**src/rtl/lcd_reader.sv**
```systemverilog
// lcd_reader: timed HD44780 read cycles (RW=1) for the DE2 LCD, 27 MHz clock.
// A single read returns the busy-flag/address-counter byte (rd_rs=0) or a
// DDRAM/CGRAM data byte (rd_rs=1). Poll mode repeats busy-flag reads until
// BF=0, or until POLL_MAX reads have been made, which reports a timeout.
//
// Ports:
//   clk          system clock (CLOCK_27)
//   rst          asynchronous, active-low reset
//   rd_req       start request, sampled only while idle
//   rd_rs        register select: 0 = BF/AC, 1 = data RAM
//   rd_poll      poll BF until clear (forces RS=0, ignores rd_rs)
//   rd_busy      high from the cycle after an accepted request until done
//   rd_done      one-cycle completion pulse
//   rd_data      last sampled byte, held until the next completion
//   rd_timeout   set with rd_done when a poll reached POLL_MAX reads
//   bus_own      top level muxes LCD_RW/RS/EN from here and tristates LCD_DATA
//   lcd_rs       LCD RS (valid while bus_own=1)
//   lcd_rw       LCD RW (valid while bus_own=1)
//   lcd_en       LCD E  (valid while bus_own=1)
//   lcd_data_in  LCD_DATA pins, read direction
module lcd_reader #(
  parameter int unsigned T_AS     = 2,
  parameter int unsigned T_PW     = 13,
  parameter int unsigned T_H      = 1,
  parameter int unsigned T_REC    = 14,
  parameter int unsigned POLL_MAX = 4096
) (
  input  logic       clk,
  input  logic       rst,
  input  logic       rd_req,
  input  logic       rd_rs,
  input  logic       rd_poll,
  output logic       rd_busy,
  output logic       rd_done,
  output logic [7:0] rd_data,
  output logic       rd_timeout,
  output logic       bus_own,
  output logic       lcd_rs,
  output logic       lcd_rw,
  output logic       lcd_en,
  input  logic [7:0] lcd_data_in
);

  localparam int unsigned PCW = (POLL_MAX > 2) ? $clog2(POLL_MAX) : 1;
  localparam logic [PCW:0] PLIM    = POLL_MAX[PCW:0];
  localparam logic [PCW:0] PONE    = {{PCW{1'b0}}, 1'b1};

  // Phase counter reload values: a state lasts (reload + 1) cycles.
  localparam logic [4:0] LD_AS  = 5'(T_AS - 1);
  localparam logic [4:0] LD_PW  = 5'(T_PW - 1);
  localparam logic [4:0] LD_H   = 5'(T_H - 1);
  localparam logic [4:0] LD_REC = 5'(T_REC - 1);

  typedef enum logic [2:0] {
    IDLE,
    SETUP,
    EN_HI,
    HOLD,
    RECOV,
    DONE
  } state_t;

  state_t           state, state_nxt;
  logic [4:0]       phase, phase_nxt;
  logic [PCW-1:0]   poll_cnt, poll_cnt_nxt;
  logic [PCW:0]     poll_inc;
  logic             tmo_flag, tmo_nxt;
  logic             rs_eff, poll_mode;
  logic [7:0]       sample;
  logic             own_nxt, rs_nxt, en_nxt, accept, last_hi;

  assign poll_inc = {1'b0, poll_cnt} + PONE;

  always_comb begin
    state_nxt    = state;
    phase_nxt    = (phase != '0) ? phase - 5'd1 : '0;
    poll_cnt_nxt = poll_cnt;
    tmo_nxt      = tmo_flag;
    accept       = 1'b0;
    last_hi      = 1'b0;
    case (state)
      IDLE: begin
        if (rd_req) begin
          accept       = 1'b1;
          state_nxt    = SETUP;
          phase_nxt    = LD_AS;
          poll_cnt_nxt = '0;
          tmo_nxt      = 1'b0;
        end
      end
      SETUP: begin
        if (phase == '0) begin
          state_nxt = EN_HI;
          phase_nxt = LD_PW;
        end
      end
      EN_HI: begin
        if (phase == '0) begin
          last_hi   = 1'b1;
          state_nxt = HOLD;
          phase_nxt = LD_H;
        end
      end
      HOLD: begin
        if (phase == '0) begin
          state_nxt = RECOV;
          phase_nxt = LD_REC;
        end
      end
      RECOV: begin
        if (phase == '0) begin
          if (poll_mode && sample[7] && (poll_inc < PLIM)) begin
            state_nxt    = SETUP;
            phase_nxt    = LD_AS;
            poll_cnt_nxt = poll_inc[PCW-1:0];
          end else begin
            state_nxt = DONE;
            phase_nxt = '0;
            if (poll_mode && sample[7]) tmo_nxt = 1'b1;
          end
        end
      end
      DONE: begin
        state_nxt = IDLE;
        phase_nxt = '0;
      end
      default: begin
        state_nxt = IDLE;
        phase_nxt = '0;
      end
    endcase

    // Outputs are registered from the next state so each line changes
    // exactly on the state-entry edge; RS comes straight from the request
    // on the accept edge because rs_eff is only being loaded then.
    own_nxt = (state_nxt != IDLE);
    en_nxt  = (state_nxt == EN_HI);
    rs_nxt  = accept ? (rd_poll ? 1'b0 : rd_rs) : rs_eff;
  end

  always_ff @(posedge clk or negedge rst) begin
    if (!rst) begin
      state      <= IDLE;
      phase      <= '0;
      poll_cnt   <= '0;
      tmo_flag   <= 1'b0;
      rs_eff     <= 1'b0;
      poll_mode  <= 1'b0;
      sample     <= '0;
      rd_busy    <= 1'b0;
      rd_done    <= 1'b0;
      rd_data    <= '0;
      rd_timeout <= 1'b0;
      bus_own    <= 1'b0;
      lcd_rs     <= 1'b0;
      lcd_rw     <= 1'b0;
      lcd_en     <= 1'b0;
    end else begin
      state    <= state_nxt;
      phase    <= phase_nxt;
      poll_cnt <= poll_cnt_nxt;
      tmo_flag <= tmo_nxt;

      if (accept) begin
        rs_eff     <= rd_poll ? 1'b0 : rd_rs;
        poll_mode  <= rd_poll;
        rd_timeout <= 1'b0;
      end

      // Data is stable by the last EN-high cycle; no synchronizer needed.
      if (last_hi) sample <= lcd_data_in;

      bus_own <= own_nxt;
      rd_busy <= own_nxt;
      lcd_rw  <= own_nxt;
      lcd_rs  <= own_nxt & rs_nxt;
      lcd_en  <= en_nxt;
      rd_done <= (state == DONE);

      if (state == DONE) begin
        rd_data    <= sample;
        rd_timeout <= tmo_flag;
      end
    end
  end

endmodule

```
**config.mk**
```make
export PLATFORM = sky130hd
export DESIGN_NAME = lcd_reader
export DESIGN_NICKNAME = d
export VERILOG_FILES = /design/src/rtl/lcd_reader.sv
export SDC_FILE = /design/constraint.sdc
export NUM_CORES = 1
export LEC_CHECK = 0
export CAP_MARGIN = 40
export CORE_ASPECT_RATIO = 0.6
export CORE_UTILIZATION = 58
export DETAILED_ROUTE_END_ITERATION = 10
export GPL_TIMING_DRIVEN = 0
export PLACE_DENSITY = 0.82
export SYNTH_ARGS = -nofsm -noshare
export SYNTH_HDL_FRONTEND = slang
export SYNTH_SLANG_ARGS = --single-unit
```
**constraint.sdc**
```tcl
create_clock -name clk -period 6.4 [get_ports clk]
set_input_delay 0.64 -clock clk [delete_from_list [all_inputs] [get_ports clk]]
set_output_delay 0.64 -clock clk [all_outputs]
set_load 0.005 [all_outputs]
```
======== After elaboration in Yosys (flattened, before gate mapping) ========
Cells that the tools add are included.
W data, S select, Z words.
word-level totals
  register bits ........................... 44
  input port bits ......................... 13
  output and inout bits ................... 15
  word-level logic and storage cells ...... 70
cells by class
  reduce and logical (&&, ||, !) cells .... 10
  bitwise logic cells ..................... 1
  magnitude comparators ................... 1
  add/sub/neg operators ................... 2
  equal/unequal tests ..................... 11
  multiplexer cells ....................... 32
operator list
  kind                     count
  $mux W12                 3
  $mux W5                  6
  $pmux W5 S5              1
  $pmux W12 S2             1
  $mux W3                  6
  $pmux W3 S5              1
  $add A12 B1 Y13 const B  1
  $lt A13 B13 Y1 const B   1
  $mux W1                  13
  $ne A2 B2 Y1 const B     5
  $eq A3 B2 Y1 const B     3
  $eq A3 B3 Y1 const B     2
  $logic_not A5 Y1         1
  $reduce_and A5 Y1        1
  $reduce_bool A5 Y1       1
  $sub A5 B1 Y5 const B    1
  $reduce_and A4 Y1        1
  $reduce_bool A2 Y1       2
  $eq A3 B1 Y1 const B     1
  $logic_not A3 Y1         1
  $reduce_bool A3 Y1       1
  $logic_and A1 B1 Y1      2
  $pmux W1 S2              1
  $and A1 B1 Y1            1

======== Longest topological paths before layout ========
Gate-level depths: netlist (run 1).
  depth after elaboration ................. 8
  depth in mapped cells ................... 8

======== Worst setup path after synthesis (run 1) ========
No wires, ideal clock.
  path type ............................... reg2reg
  start point ............................. register phase[0]
  end point ............................... register sample[0]
  setup time .............................. 0.125 ns
  arrival time ............................ 1.889 ns
  stages on the path, launching flop included .. 7
  slack ................................... 4.386 ns
  path buffers ............................ 1
  required time ........................... 6.275 ns
  period minus slack after synthesis ...... 2.014 ns
  path through ............................ dfrtp_1 > inv_1 > ha_1 > or4b_4 > or3_1 > buf_6 > mux2_4
on the way
  cells in the longest elaborated chain, start to end .. 3
ends and longest elaborated chain
  item                    line  source
  start, declared         64    logic [4:0] phase, phase_nxt;
  start signal, assigned  160   phase <= phase_nxt;
  $logic_not A5 Y1        98    if (phase == '0) begin
  $mux W1                 98
  $mux W1                 81    case (state)
  end signal, assigned    171   if (last_hi) sample <= lcd_data_in;
  end, declared           69    logic [7:0] sample;
No other way between the ends.
A chain may end at the register's enable or synchronous reset.

======== Worst setup path after layout (run 1) ========
  start point ............................. register phase[0]
  end point ............................... register state[2]
on the way
  cells in the longest elaborated chain, start to end .. 3
  elaborated cells between the ends (all ways) .. 6
  those cells by class .................... 5 x mux; 1 x reduce/logical
ends and longest elaborated chain
  item                               line  source
  $logic_not A5 Y1 *                 n/a
  $mux W3, on equally long branches  n/a
  $pmux W3 S5 *                      81
  via state_nxt[2]                   63    state_t state, state_nxt;
  end signal, assigned               159   state <= state_nxt;
  end, declared                      63
The timed path passes the listed nets; every way through them passes the cells marked *.

==> results.json, run 1 <==
{
  "synthFlopType": "dfrtp_1",
  "max_freq_mhz": 422,
  "post_synth_main_area_contributors": "dfrtp_1, mux2_4, mux2_2, nand2_1, nor2_1",
  "synthToLayoutAreaGrowth_pct": 21.6,
  "antenna_found_initial": 0,
  "cp.arrival_ns": 2.54,
  "fp.dieW_um": 80.5,
  "vias_per_cell": 5.90,
  "post_cts_buffers": 0,
  "drc": 0,
  "nNetsFinal": 248,
  "final.setup.tns_ns": 0,
  "h-tree-depth": 2,
  "vias": 1646,
  "drt_pass1_iterations": 5,
  "postSynthAreaPerCell_um2": 10.8,
  "route.antenna.remaining_nets": 0,
  "cp-end-kind": "register",
  "gp_congestion": 0.883,
  "multi_input_area_um2": 973,
  "overflow": 0,
  "ios": 28,
  "hold_viol_final": 0,
  "synth_edf_count": 0,
  "clk_latency_ns": 0.30,
  "clk_pin_slew_ns": 0.09,
  "worstPathRequired_ns": 6.57,
  "fillers": 223,
  "ys_warn_count": 0,
  "timing.final.crit_share_pct": 37.0,
  "p_per_area_nw_per_um2": 396,
  "finClkSkew_ns": 0.00999,
  "grt_max_degree": 26,
  "grt_pass1_vias": 1588,
  "die-height_um": 49.1,
  "tritoncts": "done",
  "final.min_clock_period_ns": 2.37,
  "fp-row-count": 16,
  "drt-total-wl_um": 4670,
  "clk_path_buf_depth": 2,
  "critPathLaunchType": "register",
  "yosysTopAreaCellShare_pct": 51.3,
  "synth_nets": 213,
  "syn_area_um2": 2150,
  "ys_seq_area_share_pct": 51.3,
  "seq_area_um2": 1100,
  "cts_resized": 0,
  "slew_violations": 0,
  "place.port_buffers": 27,
  "synth_largest_area_cell": "dfrtp_1",
  "synth_cells": 198,
  "drive_gt1_share_pct": 17.9,
  "clock-sinks": 44,
  "tightest_slew_ns": 0.607,
  "hpwl_um": 3510,
  "synth-seq-cells": 44,
  "path_class": "reg2reg",
  "dieArea_um2": 3950,
  "r2r_slack_ns": 4.03,
  "async_flop_share_pct": 100,
  "core-area_um2": 3380,
  "grt_util_all_layers_pct": 27.0,
  "initial_core_util_pct": 63.4,
  "hp-class": "in2async",
  "outcome": "complete, no violations",
  "drt_iter0_markers": 151,
  "crit_fanout": 10,
  "grt_setup_unrepaired": "no",
  "grt_pass1_wl_um": 7900,
  "hold_buffers": 0,
  "max-slew-margin-rel_pct": 59.2,
  "wl_per_cell_um": 16.7,
  "utilization_pct": 77.1,
  "maxCapViolCount": 0,
  "p_leak_nw": 1.14,
  "ys_types": 40,
  "n_antenna_cell": 0,
  "max-vdd-ir-drop_mv": 0.231,
  "cts_root_buffer": "clkbuf_8",
  "reg2reg_depth": 7,
  "cts_buffers": 5,
  "finalSetupViolCount": 0
}
## registers in the layout, indices dropped and copies added, names as in the netlist
register,flops
phase,5
poll_mode,1
poll_cnt,12
rd_timeout,1
rd_done,1
rs_eff,1
lcd_rs,1
lcd_rw,1
rd_data,8
lcd_en,1
state,3
tmo_flag,1
sample,8
## kinds of logic after synthesis
family / after synthesis / synth area share (%)
and+or+nand+nor: 85 / 22.4
DFF: 44 / 51.3
buffers and inverters: 15 / 3.32
AOI/OAI and AO/OA: 26 / 7.70
xor gates and xnor gates: 8 / 3.27
muxes: 18 / 10.8
adders and majority gates: 2 / 1.17
## power breakdown
| group | leakage (nW) | total [mW] | switching (mW) | internal, mW |
|---|---|---|---|---|
| Sequential | 0.560 | 0.431 | 0.0628 | 0.368 |
| Combinational | 0.523 | 0.386 | 0.173 | 0.213 |
| Clock | 0.0548 | 0.217 | 0.0998 | 0.118 |
| Total | 1.14 | 1.03 | 0.335 | 0.698 |
## cell usage in the layout (no fill, tap or decap), types with 3 or more instances in the layout
master            n
dfrtp_1          44
clkdlybuf4s50_1  26
nand2_1          22
nor2_1           21
mux2_2           10
xnor2_1           8
mux2_4            8
o21ai_0           7
a21oi_1           7
nand4_1           7
clkbuf_1          6
nor3_1            6
inv_1             6
clkbuf_8          5
nand2b_1          4
nand3_1           4
nor4_1            4
a31o_2            3
## path summary, 6_finish.rpt
kind,from,end
min,rst,sample[1]
min reg2reg,rs_eff,rs_eff
min in group clk,rs_eff,rs_eff
max reg2reg,phase[0],state[2]
max,phase[0],state[2]
max in group asynchronous,rst,lcd_rs
## per-layer routing
| metal | track usage, % | routed length [um] | vias up |
|---|---|---|---|
| met4 | 7.44 | 44 | 0 |
| met2 | 37.6 | 1990 | 70 |
| met5 | 0 | 0 | - |
| met1 | 42.2 | 2260 | 797 |
| met3 | 5.98 | 371 | 8 |
| li1 | - | - | 771 |
## critical path, cell delays in order (launching register included)
cell	delay, ns
dfrtp_1	0.41
inv_1	0.07
ha_1	0.22
nor4b_1	0.47
clkbuf_1	0.41
nand3_1	0.17
o21ai_0	0.38
o32ai_1	0.13
## synth_stat cells (2+ instances only)
cell type / n
a21oi_1: 7
a31o_2: 3
and2_1: 2
buf_4: 2
clkbuf_1: 6
dfrtp_1: 44
ha_1: 2
inv_1: 6
mux2_2: 10
mux2_4: 8
nand2_1: 22
nand2b_1: 4
nand3_1: 4
nand4_1: 7
nor2_1: 21
nor2b_1: 2
nor3_1: 6
nor4_1: 4
nor4_4: 2
o21ai_0: 7
o22ai_1: 2
o32ai_1: 2
xnor2_1: 8
## layout make-up
class | count | area share [%]
buffer | 9 | 1.87
tap | 45 | 2.16
multi-input combinational | 139 | 37.3
clock inverter | 3 | 1.77
sequential | 44 | 42.2
clock buffer | 5 | 2.64
timing repair buffer | 28 | 11.2
inverter | 6 | 0.863
## metrics by stage
stage	cells	hold slack (ns)	total power, mW	setup WS (ns)	cell area, um2
floorplan	198	0.344	0.659	4.39	2150
global placement	270	0.446	0.794	3.62	2470
detailed placement	271	0.464	0.819	3.84	2490
CTS	279	0.302	1.03	4.09	2610
global route	279	0.321	1.10	3.84	2610
finish	279	0.293	1.03	4.03	2610
No activity file was read; power rests on OpenSTA's default activity.
==> run 2: changes to the inputs <==
Settings changed: CORE_UTILIZATION 58 to 54, PLACE_DENSITY 0.82 to 0.77.
Clock period 6.4 ns to 2.4 ns, I/O delays scaled along.
==> run 2 against run 1 <==
Against the previous run:
- flip-flop and latch count is the same
- clock skew shrank 0.0034 ns
- sequential share of layout area grew 0.061 points
- routed wire length grew 4.8%
- non-clock buffer count grew 1
- critical path depth is the same
- utilization shrank 7.5 points
- critical path type unchanged
- largest power group unchanged
==> results.json, run 2 (synthesis results as in run 1) <==
{
  "outcome": "complete, no violations",
  "worstPathRequired_ns": 2.55,
  "multi_input_area_um2": 980,
  "grt_pass1_wl_um": 8110,
  "p_per_area_nw_per_um2": 1050,
  "tritoncts": "done",
  "p_sw_mw": 0.887,
  "p_comb_share_pct": 39.1,
  "utilization_pct": 69.6,
  "clk_latency_ns": 0.29,
  "cp-end-kind": "register",
  "path_class": "reg2reg",
  "grt_max_degree": 32,
  "ios": 28,
  "cp.arrival_ns": 2.38,
  "grt_util_all_layers_pct": 25.4,
  "slew_violations": 0,
  "clk_pin_slew_ns": 0.07,
  "clock-sinks": 44,
  "core-area_um2": 3740,
  "grt_pass1_vias": 1650,
  "final.min_clock_period_ns": 2.23,
  "h-tree-depth": 2,
  "crit_fanout": 5,
  "pwr-share-seq_pct": 41.9,
  "fillers": 251,
  "max-slew-margin-rel_pct": 63.5,
  "drt_pass1_iterations": 5,
  "layout_commonest_cell": "dfrtp_1",
  "p_int_mw": 1.85,
  "drc": 0,
  "nNetsFinal": 249,
  "wl_per_cell_um": 17.5,
  "drive_gt1_share_pct": 18.0,
  "fp-row-count": 17,
  "max_freq_mhz": 448,
  "initial_core_util_pct": 57.3,
  "hpwl_um": 3540,
  "vias_per_cell": 6.07,
  "reg_top3": "poll_cnt x12, rd_data x8, sample x8",
  "dieArea_um2": 4240,
  "critPathMaxStageDelay_ns": 0.53,
  "seq_area_um2": 1100,
  "drt-total-wl_um": 4890,
  "timing.final.crit_share_pct": 93.0,
  "largest_reg_flops": 12,
  "top_register": "poll_cnt",
  "clock_power_share_pct": 19.0,
  "maxCapViolCount": 0,
  "cp_slowest_cell": "or4b_4",
  "final.setup.tns_ns": 0,
  "max-vdd-ir-drop_mv": 0.707,
  "cts_root_buffer": "clkbuf_8",
  "synthToLayoutAreaGrowth_pct": 21.5,
  "finalSetupViolCount": 0,
  "tightest_slew_ns": 0.547,
  "grt_setup_unrepaired": "no",
  "hp-class": "in2async",
  "hold_viol_final": 0,
  "drt_iter0_markers": 104,
  "finClkSkew_ns": 0.00663,
  "vias": 1699,
  "gp_congestion": 0.870,
  "antenna_found_initial": 0,
  "clk_path_buf_depth": 2,
  "crit_path_cell_trace": "inv_1 -> ha_1 -> or4b_4 -> and2_4 -> nor4_4 -> a31o_2 -> a21oi_1",
  "cts_buffers": 5,
  "die-height_um": 50.8,
  "final_cell_mix": "dfrtp_1, clkdlybuf4s50_1, nand2_1, nor2_1, mux2_2",
  "place.port_buffers": 27,
  "r2r_slack_ns": 0.17,
  "n_antenna_cell": 0,
  "sw_frac_of_total_pct": 32.3,
  "route.antenna.remaining_nets": 0,
  "overflow": 0,
  "fp.dieW_um": 83.4,
  "critPathLaunchType": "register",
  "p_leak_nw": 1.14
}
-- run 2: what timing repair did --
item                                    CTS  global route
gates resized for setup                   0             3
setup buffers                             0             0
hold endpoints to repair                 13             0
endpoints found under the setup margin    0             4
hold buffers                              1             0
-- run 2: metal layers --
metal	routed length, um	part of all wire, %	track usage [%]	vias to the layer above
met5	0	0	0	-
met4	86	1.8	8.91	0
met3	369	7.5	7.43	14
met2	2200	45	39.6	88
met1	2240	46	34.4	825
li1	-	-	-	772
-- run 2: layout make-up --
type	count	share of cell area [%]
clock inverters	1	1.15
repair buffers	29	11.3
inverters	6	0.864
flip-flops and latches	44	42.2
well taps	47	2.26
multi-input cells	139	37.6
clock buffers	5	2.64
plain buffers	9	1.92
-- run 2: critical path: cells and delay by family, from the launching register on --
family,cells,cell delay [ns]
AND/OR/NAND/NOR,3,1.11
flip-flops,1,0.39
AO/OA/AOI/OAI,2,0.29
adder cells (fa/ha/maj),1,0.23
buffers and inverters,1,0.08
-- run 2: worst paths after layout --
check / cells after the start / to / from
setup / recovery: 7 / poll_cnt[11] / phase[1]
hold / removal: 2 / phase[2] / rst
setup reg to reg: 7 / poll_cnt[11] / phase[1]
hold reg to reg: 2 / rs_eff / rs_eff
max in group asynchronous: 3 / sample[7] / rst
min in group clk: 2 / rs_eff / rs_eff
-- run 2: power groups by stage --
stage	sequential [mW]	combinational, mW	clock (mW)
2_1_floorplan	1.12	0.636	0
3_3_place_gp	1.13	0.974	0
3_5_place_dp	1.15	1.04	0
4_1_cts	1.14	1.05	0.532
5_1_grt	1.18	1.16	0.558
6_report	1.15	1.07	0.520
-- run 2: metrics by stage --
step                      power [mW]  setup WS (ns)  hold slack, ns  cell area (um2)  cells
final                           2.74          0.168           0.388             2610    280
after global placement          2.11         0.0534           0.444             2470    272
after CTS                       2.73         0.0204           0.392             2600    280
after global routing            2.90         0.0286           0.433             2610    280
after detailed placement        2.20         0.0535           0.158             2490    273
after floorplan                 1.76          0.386         -0.0556             2150    198
==> edit 1, RTL diff (flow settings as in run 2) <==
Re-encode `state_t` (6 states) as one-hot, 6 bits wide.
--- a/src/rtl/lcd_reader.sv
+++ b/src/rtl/lcd_reader.sv
@@ -51,13 +51,13 @@
   localparam logic [4:0] LD_H   = 5'(T_H - 1);
   localparam logic [4:0] LD_REC = 5'(T_REC - 1);
 
-  typedef enum logic [2:0] {
-    IDLE,
-    SETUP,
-    EN_HI,
-    HOLD,
-    RECOV,
-    DONE
+  typedef enum logic [5:0] {
+    IDLE  = 6'b000001,
+    SETUP = 6'b000010,
+    EN_HI = 6'b000100,
+    HOLD  = 6'b001000,
+    RECOV = 6'b010000,
+    DONE  = 6'b100000
   } state_t;
 
   state_t           state, state_nxt;
Check against the original RTL: same outputs for any inputs over 10 cycles, from zero or initial values and one cycle with rst low; not proved beyond that.
==> edit 1 against run 2 <==
Synthesized area up 4.7%; first-iteration DRC count up 37%; sequential cell count up 3; setup slack better by 0.091 ns; count of clock-buffer cells in the layout unchanged; combinational power down 18%; final area up 4.8%; total power down 7.2%; via count up 2.6%; wire length down 7.5%; die area up 4.5%; critical path type unchanged; critical endpoint is now poll_cnt[5].
==> edit 1: results (changes against run 2) <==
| Metric | Value |
|---|---|
| Outcome | complete, no violations |
| Post-synthesis compound-gate area fraction | 7.41% (-0.29 points) |
| Metal1 wirelength | 2.38 mm (+6.0%) |
| Vias in the first global route | 1,602 (-2.9%) |
| CP Max Fanout | 10 (+5) |
| Signal inverters | 5 (-1) |
| Dpl hpwl | 3.23 mm (-8.9%) |
| Layout cells sized above 1 | 14.1% (-4.0 points) |
| Fill cells | 287 (+14%) |
| Net count after synthesis | 239 (+12%) |
| Normalized max-slew margin | 53.9% (-9.7 points) |
| DP Area | 2590 µm² (+4.0%) |
| NonClk Buf Share | 13.6% (+0.32 points) |
| Multi-input combinational area share | 36.3% (-1.3 points) |
| Metal3 WL | 243 µm (-34%) |
| Routability Congestion | 0.832 (-4.4%) |
| CTS clock-pin slew for the worst setup and hold paths | 0.09 ns (+0.02 ns) |
| Vias/cell | 5.62 (-7.3%) |
| WL met2 | 1.85 mm (-16%) |
| P_leak | 1.23 nW (+8.0%) |
| Maximum VDD drop | 595 µV (-16%) |
| Total global-route track usage | 23.8% (-1.6 points) |
| Met2 usage | 33.7% (-5.9 points) |
| Crit path DAT | 2.36 ns (-0.02 ns) |
| Largest net degree at the start of global routing | 30 (-6.3%) |
| Dpl ws | 0.198 ns (+0.145 ns) |
| Global Route met3 Usage | 7.46% (+0.029 points) |
| Register area share after synthesis | 52.4% (+1.1 points) |
| Core region area | 3830 µm² (+2.3%) |
| Clock power share | 23.3% (+4.3 points) |
| Skew-Pair Late Insertion Delay | 0.31 ns (+0.02 ns) |
| First-pass GRT wire length | 7.73 mm (-4.7%) |
| Finished Cell Area | 2730 µm² (+4.8%) |
[edit 1: cell count changes after synthesis, sizes merged, moves of 5 or more]
cell           run 2  this run
buf                3         9
nand3              4         9
nand2             22        37
clkbuf             6         1
mux2              18        10
[edit 1: path summary, 6_finish.rpt]
kind                                     to  slack [ns]  cells after the start
worst max register to register  poll_cnt[5]        0.26                      6
max in group asynchronous          state[5]        1.49                      3
worst min-delay path               phase[2]        0.41                      2
worst max-delay path            poll_cnt[5]        0.26                      6
worst min register to register   rd_data[2]        0.47                      2
min in group clk                 rd_data[2]        0.47                      2
[edit 1: critical path, stage by stage, from the launching register on]
cell and delay (ns):
dfrtp_1 0.39, ha_1 0.18, nand3_1 0.13, nor4_1 0.58, buf_2 0.33, o21ai_0 0.21
a31oi_1 0.24
[edit 1: timing repair]
item | 4_1_cts | 5_1_grt
endpoints found under the hold margin | 17 | 0
hold buffers | 1 | 0
setup endpoints to repair | 0 | 3
buffers inserted | 0 | 2
==> edit 2, RTL diff (config.mk and constraints of run 2) <==
Without the edit above. `T_PW`: 13 -> 9.
--- a/src/rtl/lcd_reader.sv
+++ b/src/rtl/lcd_reader.sv
@@ -20,7 +20,7 @@
 //   lcd_data_in  LCD_DATA pins, read direction
 module lcd_reader #(
   parameter int unsigned T_AS     = 2,
-  parameter int unsigned T_PW     = 13,
+  parameter int unsigned T_PW     = 9,
   parameter int unsigned T_H      = 1,
   parameter int unsigned T_REC    = 14,
   parameter int unsigned POLL_MAX = 4096
Formal check against the unedited RTL: same outputs for any inputs over 10 cycles, from zero or initial values and one cycle with rst low; that may be too few to reach the edited logic, so the function may still have changed.
==> edit 2 against run 2 <==
Sequential cell count unchanged; utilization is 3.4 points higher; setup slack got worse by 0.061 ns; sequential share of layout area up 1.8 points; synthesized area decreased by 5.6%; count of clock-buffer cells in the layout up 3; final area is 4.1% lower; clock skew is 0.0043 ns lower; non-clock buffer count rose by 3; wire length shrank 13%; first-iteration DRC count up 13%; total power is 6.1% lower; clock power fell by 11%; critical path type unchanged; critical endpoint is now poll_cnt[2]; largest power group unchanged.
==> edit 2: results (changes against run 2) <==
| Metric | Value |
|---|---|
| Sequential Power Share | 46.3% (+4.4 points) |
| P_int | 0.00172 W (-7.4%) |
| Top cells by area, synth | dfrtp_1, nand2_1, mux2_2 |
| Final non-filler cell total | 287 (+2.5%) |
| Largest stage delay, worst path | 0.46 ns (-0.07 ns) |
| DP Area | 2370 µm² (-4.9%) |
| Mux contribution to synthesized area | 5.00% (-5.8 points) |
| Comb pwr share | 35.6% (-3.5 points) |
| Outcome | complete, no violations |
| Vias in the first global route | 1,399 (-15%) |
| Worst r2r src | phase[0] |
| Dpl hpwl | 3.02 mm (-15%) |
| Synthesized area per cell | 9.98 µm² (-7.9%) |
| Via count | 1,583 (-6.8%) |
| Post-synthesis compound-gate area fraction | 7.72% (+0.024 points) |
| Slowest CP cell | or4b_1 |
| Critical path endpoint | poll_cnt[2] |
| First-pass GRT wire length | 6.82 mm (-16%) |
| Dpl ws | 0.0195 ns (-0.0339 ns) |
| Nets | 256 (+2.8%) |
| Clock skew | 0.00236 ns (-0.00427 ns) |
| Yosys cell types | 41 (+2.5%) |
| Register-to-Register Path Depth | 8 (+1) |
| Crit path DAT | 2.51 ns (+0.13 ns) |
| Total global-route track usage | 23.3% (-2.1 points) |
| Total power | 0.00258 W (-6.1%) |
| CP Max Fanout | 7 (+2) |
| Tmin final | 2.29 ns (+0.0609 ns) |
| # placed instances | 276 (+1.1%) |
| Reg2Reg Setup Slack | 0.11 ns (-0.06 ns) |
| P_leak | 1.14 nW (-0.17%) |
| Fill cells | 226 (-10%) |
| Routed WL | 4.25 mm (-13%) |
| Final hold slack | 0.364 ns (-0.0246 ns) |
| Normalized max-slew margin | 66.1% (+2.6 points) |
| Synth cell count leaders | dfrtp_1, nand2_1, nor2_1 |
| Maximum VDD drop | 603 µV (-15%) |
[edit 2: cell count changes in the layout (fill, tap and decap cells not counted), sizes merged, moves of 5 or more]
cell / delta
xor2: +8
nand3: +5
xnor2: -6
a21oi: +5
mux2: -9
nand2: +15
[edit 2: cell type report]
type,count,area [µm²],share of cell area [%]
inverters,7,26.3,1.05
clock buffers,8,90.1,3.61
multi-input cells,142,868,34.8
well taps,45,56.3,2.25
plain buffers,10,46.3,1.85
flip-flops and latches,44,1100,44.1
repair buffers,31,310,12.4
[edit 2: metal layers]
metal | global-route usage [%] | vias to the layer above | part of all wire [%] | wire length, µm
li1 | - | 762 | - | -
met1 | 35.3 | 757 | 49 | 2100
met2 | 32.8 | 58 | 45 | 1910
met3 | 6.17 | 6 | 4.8 | 206
met4 | 6.25 | 0 | 0.94 | 40
met5 | 0 | - | 0 | 0
